File: src/rtl/spi_slave.sv
// spi_slave: SPI slave endpoint oversampling SCLK/MOSI/SSbar in the clk domain.
// Shifts WORD_LENGTH-bit words MSB first in any of the four SPI modes, with a
// one-word TX holding register and a valid/ready RX output register.
// Optional feature macro: SPI_SLAVE_OVERRUN_DET_EN (sticky rx_overrun flag).
module spi_slave #(
  parameter int                     SPI_MODE    = 0,
  parameter int                     WORD_LENGTH = 8,
  parameter logic [WORD_LENGTH-1:0] DEFAULT_TX  = WORD_LENGTH'(8'hFF)
) (
  input  logic                   clk,
  input  logic                   rst_n,
  input  logic                   SCLK,
  input  logic                   MOSI,
  input  logic                   SSbar,
  output logic                   MISO,
  output logic                   miso_oe,
  input  logic [WORD_LENGTH-1:0] tx_data,
  input  logic                   tx_valid,
  output logic                   tx_ready,
  output logic [WORD_LENGTH-1:0] rx_data,
  output logic                   rx_valid,
  input  logic                   rx_ready,
  output logic                   busy,
  output logic                   rx_overrun
);

  localparam bit CPOL  = ((SPI_MODE >> 1) & 1) == 1;
  localparam bit CPHA  = (SPI_MODE & 1) == 1;
  localparam int CNT_W = (WORD_LENGTH > 2) ? $clog2(WORD_LENGTH) : 1;
  localparam logic [CNT_W-1:0] LAST_BIT = CNT_W'(WORD_LENGTH - 1);

  typedef enum logic [1:0] {IDLE, LOAD, SHIFT, DONE} state_t;

  state_t                 state;
  logic [2:0]             sclk_s;
  logic [1:0]             mosi_s;
  logic [1:0]             ss_s;
  logic [CNT_W-1:0]       bit_cnt;
  logic [WORD_LENGTH-1:0] tx_sr;
  logic [WORD_LENGTH-2:0] rx_sr;
  logic [WORD_LENGTH-1:0] tx_hold;
  logic                   tx_pending;
  logic                   first_shift;

  logic                   sclk_rise, sclk_fall;
  logic                   lead_edge, trail_edge;
  logic                   sample_edge, shift_edge;
  logic                   ss_active;
  logic [WORD_LENGTH-1:0] load_word;
  logic [WORD_LENGTH-1:0] rx_next;

  // Synchronise the asynchronous SPI pins; the third SCLK stage feeds edge detection.
  // NOTE: async reset sits in the sensitivity list so flops clear without a clock.
  always_ff @(posedge clk or negedge rst_n) begin
    if (!rst_n) begin
      sclk_s <= {3{CPOL}};
      mosi_s <= '0;
      ss_s   <= 2'b11;
    end else begin
      sclk_s <= {sclk_s[1:0], SCLK};
      mosi_s <= {mosi_s[0], MOSI};
      ss_s   <= {ss_s[0], SSbar};
    end
  end

  assign sclk_rise   = sclk_s[1] & ~sclk_s[2];
  assign sclk_fall   = ~sclk_s[1] & sclk_s[2];
  assign lead_edge   = CPOL ? sclk_fall : sclk_rise;
  assign trail_edge  = CPOL ? sclk_rise : sclk_fall;
  assign sample_edge = CPHA ? trail_edge : lead_edge;
  assign shift_edge  = CPHA ? lead_edge : trail_edge;
  assign ss_active   = ~ss_s[1];
  assign load_word   = tx_pending ? tx_hold : DEFAULT_TX;
  assign rx_next     = {rx_sr, mosi_s[1]};
  assign tx_ready    = ~tx_pending;

`ifdef SPI_SLAVE_OVERRUN_DET_EN
  logic overrun_q;
  assign rx_overrun = overrun_q;
`else
  assign rx_overrun = 1'b0;
`endif

  // Transfer FSM with TX holding register, shifters and RX handshake.
  // NOTE: non-blocking assignments, so a later assignment in this block wins;
  // completion setting rx_valid overrides the consume-clear issued above it.
  always_ff @(posedge clk or negedge rst_n) begin
    if (!rst_n) begin
      state       <= IDLE;
      bit_cnt     <= '0;
      tx_sr       <= '0;
      rx_sr       <= '0;
      tx_hold     <= '0;
      tx_pending  <= 1'b0;
      first_shift <= 1'b0;
      MISO        <= 1'b0;
      miso_oe     <= 1'b0;
      busy        <= 1'b0;
      rx_data     <= '0;
      rx_valid    <= 1'b0;
`ifdef SPI_SLAVE_OVERRUN_DET_EN
      overrun_q   <= 1'b0;
`endif
    end else begin
      if (tx_valid && !tx_pending) begin
        tx_hold    <= tx_data;
        tx_pending <= 1'b1;
      end

      if (rx_valid && rx_ready) rx_valid <= 1'b0;

      if (state != IDLE && !ss_active) begin
        // Deselect aborts the word: partial RX bits and the loaded TX word are dropped.
        state   <= IDLE;
        bit_cnt <= '0;
        MISO    <= 1'b0;
        miso_oe <= 1'b0;
        busy    <= 1'b0;
`ifdef SPI_SLAVE_OVERRUN_DET_EN
        overrun_q <= 1'b0;
`endif
      end else begin
        case (state)
          IDLE: begin
            MISO    <= 1'b0;
            miso_oe <= 1'b0;
            busy    <= 1'b0;
            bit_cnt <= '0;
            if (ss_active) begin
              state       <= LOAD;
              tx_sr       <= load_word;
              MISO        <= load_word[WORD_LENGTH-1];
              first_shift <= CPHA;
              miso_oe     <= 1'b1;
              busy        <= 1'b1;
              if (tx_pending) tx_pending <= 1'b0;
            end
          end
          LOAD: state <= SHIFT;
          SHIFT: begin
            if (sample_edge) begin
              if (bit_cnt == LAST_BIT) begin
                rx_data  <= rx_next;
                rx_valid <= 1'b1;
                bit_cnt  <= '0;
                state    <= DONE;
`ifdef SPI_SLAVE_OVERRUN_DET_EN
                if (rx_valid && !rx_ready) overrun_q <= 1'b1;
`endif
              end else begin
                rx_sr   <= rx_next[WORD_LENGTH-2:0];
                bit_cnt <= bit_cnt + 1'b1;
              end
            end
            if (shift_edge) begin
              if (first_shift) begin
                MISO        <= tx_sr[WORD_LENGTH-1];
                first_shift <= 1'b0;
              end else begin
                MISO  <= tx_sr[WORD_LENGTH-2];
                tx_sr <= tx_sr << 1;
              end
            end
          end
          DONE: begin
            // Next word: MISO keeps the last bit until the next shift edge presents the MSB.
            tx_sr       <= load_word;
            first_shift <= 1'b1;
            state       <= SHIFT;
            if (tx_pending) tx_pending <= 1'b0;
          end
          default: state <= IDLE;
        endcase
      end
    end
  end

endmodule

File: config.mk
export PLATFORM = sky130hd
export DESIGN_NAME = spi_slave
export DESIGN_NICKNAME = d
export VERILOG_FILES = /design/src/rtl/spi_slave.sv
export SDC_FILE = /design/constraint.sdc
export NUM_CORES = 1
export LEC_CHECK = 0
export ABC_CLOCK_PERIOD_IN_PS = 2009
export BUFFER_PORTS_ARGS = -buffer_cell sky130_fd_sc_hd__buf_4
export CORE_UTILIZATION = 45
export CTS_CLUSTER_DIAMETER = 60
export DETAILED_ROUTE_END_ITERATION = 7
export GPL_ROUTABILITY_DRIVEN = 0
export GPL_TIMING_DRIVEN = 0
export PLACE_DENSITY = 0.67
export SKIP_CTS_REPAIR_TIMING = 1
export SYNTH_ARGS = -nofsm -noshare
export SYNTH_HDL_FRONTEND = slang
export SYNTH_SLANG_ARGS = --single-unit
File: constraint.sdc
create_clock -name clk -period 2.01 [get_ports clk]
set_clock_uncertainty 0.05 [all_clocks]
set_input_delay 0.1005 -clock clk [delete_from_list [all_inputs] [get_ports clk]]
set_output_delay 0.1005 -clock clk [all_outputs]
set_load 0.05 [all_outputs]
Word-level counts from Yosys, hierarchy flattened --
Index checks and enable logic that the tools add are counted.
Cells by class: add/sub/neg operators 1, $mul 0, divide/modulo/power cells 0, $lt $le $gt $ge 0, equal/unequal tests 11, shift operators 0, mux-type cells 35, bitwise operators 7, reduce and logical (&&, ||, !) cells 17
Operators by type and width (number):
- 8-bit two-way mux | 4
- 8-bit case mux with 3 select lines | 1
- 1-bit two-way mux | 18
- 3-bit != test, second input constant | 4
- 4-bit AND reduction | 3
- 3-bit two-way mux | 3
- 2-bit two-way mux | 4
- 2-bit != test, second input constant | 3
- 2-bit case mux with 3 select lines | 1
- 3-bit case mux with 2 select lines | 1
- 3-bit nonzero test | 2
- 1-bit NOT | 5
- 5-bit AND reduction | 1
- 2-bit equality test, second input constant | 2
- 1-bit case mux with 2 select lines | 2
- 2-bit AND reduction | 2
- 2-bit nonzero test | 2
- 3-bit by 1-bit adder with 3-bit output, second input constant | 1
- 3-bit equality test, second input constant | 1
- 1-bit logical AND | 3
- 1-bit case mux with 3 select lines | 1
- 3-bit AND reduction | 1
- 1-bit AND | 2
- 2-bit by 1-bit equality test with 1-bit output, second input constant | 1
- 3 further kinds | 3
Word-level totals: register bits 48, bits in latches 0, bits in writable memories 0, ROM bits 0, memories kept 0

Logic depth before layout (Yosys ltp) --
depth in word-level cells 7, gate-level depth with buffers 7, depth with buffers taken out 5

Worst setup path before layout --
OpenSTA, ideal clock, no wires.
path kind register -> register, from register state[0], to register tx_sr[1], library setup time 125 ps, data arrival time 1735 ps, data required time 1835 ps, slack 100 ps, stages on the path, launching flop included 6, path buffers 0, path through dfrtp_1 > inv_1 > ha_1 > nand2b_1 > a221oi_4 > mux2_4
Between the ends: word-level cells in the longest chain between the ends 4, elaborated cells on any way between the ends 12, classes of those cells 5 x eq/ne; 1 x mux; 1 x bitwise; 5 x reduce/logical
RTL lines:
- start: declaration | RTL line 34 | state_t state;
- start signal: assignment | RTL line 89 | state <= IDLE;
- start signal: assignment | RTL line 114 | state <= IDLE;
- start signal: assignment | RTL line 130 | state <= LOAD;
- branches (longest 4 deep; another with 5-bit AND reduction)
- end signal: assignment | RTL line 131 | tx_sr <= load_word;
- end signal: assignment | RTL line 161 | tx_sr <= tx_sr << 1;
- end signal: assignment | RTL line 167 | tx_sr <= load_word;
- end: declaration | RTL line 39 | logic [WORD_LENGTH-1:0] tx_sr;
Parallel ways; which one is timed is not known. A chain may end at the register's enable or synchronous reset.

Final worst setup path --
from register state[0], to register rx_sr[2]
Between the ends: word-level cells in the longest chain between the ends 4, elaborated cells on any way between the ends 5, classes of those cells 1 x eq/ne; 1 x bitwise; 3 x reduce/logical
RTL lines:
- 2-bit nonzero test | RTL line 112 | if (state != IDLE && !ss_active) begin
- 1-bit logical AND | RTL line 112
- 1-bit NOT (no source line)
- 4-bit AND reduction (no source line) (*)
- end signal: assignment | RTL line 151 | rx_sr <= rx_next[WORD_LENGTH-2:0];
- end: declaration | RTL line 40 | logic [WORD_LENGTH-2:0] rx_sr;
Every way passes the cells marked *; elsewhere a longest branch is shown, timed or not.

==> impl_metrics.toml <==
[detailed_routing]
wire_per_inst_um = 14.6
routed_via_density = 5.24
vias = 1398
ant_nets = 0
drt-pass1-iter-count = 4
drt-total-wl_mm = 3.91
drcViolationCount = 0
drt_iter0_drc = 112

[cts]
clock_latency_ns = 0.30
cts_buffers = 5
cts_tree = "done"
root_buffer = "clkbuf_8"
clockBufferDepth = 2
clock_sinks = 48
path_clk_slew_ns = 0.09
htree_levels = 2

[power_and_ir_drop]
power.total_mw = 3.68
power_density_nw_per_um2 = 1350
peakVddDrop_mv = 0.676
leakage_nw = 1.32

[logic_synthesis]
netlist_area_um2 = 2180
synthMuxAreaShare_pct = 18.5
synthSimpleGateAreaFrac_pct = 10.5
yosysWarnings = 0
synth-xor-area-share_pct = 0
synth_compound_area_share_pct = 8.50
synth_top_family_by_area = "multiplexers"
yosysSeqAreaShare_pct = 55.3
async_flop_share_pct = 100
synth_area_per_cell_um2 = 13.2
syn_nets = 187
synth_fa_ha_area_share_pct = 4.02
synth-edff-count = 0
synth-seq-cells = 48
synth.distinct_cells = 40
syn_inst = 165
synth_flop_cell = "dfrtp_1"

[global_route]
grt_overflow = 0
grt_pass1_vias = 1375
antenna_found_initial = 0
grt_pass1_wl_mm = 6.47
grt_max_degree = 49
track_usage_pct = 16.5

[floorplanning]
core-area_um2 = 4500
fp.dieW_um = 71.6
num_rows = 24
die_h_um = 71.6
pin_count = 29
start_util_pct = 48.4
die-area_um2 = 5120

[timing]
hold_viol_final = 0
finalCriticalPeriod_ns = 1.96
relSlewSlack_pct = 61.6
worst_pin_slew_ns = 0.576
setup_viol_count_final = 0
drv_slew = 0
fin_crit_sh_pct = 97.5
clock.fmax_mhz = 510

[cells_and_area]
drive_above_1_share_pct = 36.7
layout.nets = 236
post-route-util_pct = 60.5
syn2layout_area_growth_pct = 25.1
n_antenna_cell = 0

[critical_path]
worstSetupEndpointType = "flip-flop"
crit_slowest_cell = "dfrtp_1"
path_depth = 7
arrival_ns = 2.10
crit_required_ns = 2.15
ff2ff_path_depth = 7
cp-start-kind = "flip-flop"
crit_buf_inv = 4
cp_max_fo = 8
crit_type = "flip-flop to flip-flop"
path_cells = "inv_1 > ha_1 > clkbuf_4 > inv_2 > nor4b_4 > buf_4 > mux2_2"
crit_family = "buffers and inverters"
critPathMaxStageDelay_ns = 0.39

[worst_hold_path]
hold_depth = 3
hp-class = "input pin to flip-flop"

[placed_design]
hpwl_mm = 2.54
port_buffers = 27

[job]
cap_violations = 0

[outcome]
status = "finished, final reports clean"
[cells by family after synthesis]
family | Yosys count
compound gates | 25
fa+ha+maj | 7
buf+inv | 15
flops | 48
mux | 34
other cells | 1
simple gates | 35
[final timing paths]
| check | start | end | slack [ns] |
|---|---|---|---|
| worst min register to register | mosi_s[0] | mosi_s[1] | 0.30 |
| worst max-delay path | state[0] | rx_sr[2] | 0.05 |
| worst min-delay path | tx_valid | tx_pending | 0.02 |
| worst max register to register | state[0] | rx_sr[2] | 0.05 |
| max in group asynchronous | rst_n | tx_pending | 1.23 |
| min in group asynchronous | rst_n | bit_cnt[2] | 0.28 |
[placed cells by master (no fill, tap or decap), drive strengths merged, types with 2 or more instances in the layout]
master	netlist	routed
a211oi	3	3
a21oi	6	6
a221oi	2	2
a22o	2	2
and2	2	2
and3	2	2
buf	4	34
clkbuf	3	8
dfrtp	46	46
dfstp	2	2
dlygate4sd3	0	12
ha	7	7
inv	8	9
mux2	32	32
mux2i	2	2
nand2	5	5
nand2b	4	4
nand3b	2	2
nor2	3	3
nor2b	9	9
nor4b	2	2
o21ai	6	6
[through the flow]
stage	worst slack, ns	hold slack, ns	std cells	area, um^2	setup TNS [ns]
2_1_floorplan	0.0998	-0.245	165	2180	0
3_3_place_gp	-0.141	0.0896	244	2450	-1.55
6_report	0.0502	0.0224	267	2730	0
4_1_cts	-0.192	-0.243	252	2560	-3.14
3_5_place_dp	-0.147	0.0943	244	2450	-2.66
5_1_grt	-0.0359	0.0272	267	2730	-0.231
[sequential cells by signal, indices dropped and copies added (netlist names), 3 cells and up]
register  count
tx_hold       8
rx_data       8
bit_cnt       3
rx_sr         7
sclk_s        3
tx_sr         8
[per-layer routing]
layer / up-vias / part of all wire [%] / global-route usage, %
li1: 677 / - / -
met1: 679 / 47 / 22.5
met2: 34 / 47 / 25.5
met3: 8 / 3.8 / 4.36
met4: 0 / 2.0 / 6.32
met5: - / 0 / 0
[synthesized netlist by cell type, types with 3 or more instances]
master,count,share of area [%]
a21oi_1,6,1.4
clkbuf_1,3,0.52
dfrtp_1,46,53
nor2_1,3,0.52
mux2_4,6,4.1
mux2_1,4,2.1
o21ai_0,6,1.4
inv_1,7,1.2
nand2b_1,4,1.1
nand2_1,5,0.86
a211oi_1,3,1.0
mux2_2,22,11
ha_1,7,4.0
nor2b_1,9,2.6
[worst min-delay path, stage by stage]
cell,delay (ns)
buf_4,0.08
nor2_1,0.03
a21oi_1,0.11
[area by class of cell]
type                    count  area (um^2)
fillers                   354         1780
inverters                   8         30.0
clock inverters             3         46.3
plain buffers               6         35.0
flip-flops and latches     48         1200
repair buffers             43          365
clock buffers               5         68.8
well taps                  52         65.1
multi-input cells         102          911
[power by group]
group	internal, mW	switching [mW]	total (mW)
registers	1.24	0.183	1.42
logic	0.792	0.755	1.55
clock network	0.375	0.332	0.707
(Power assumes the default switching activity.)
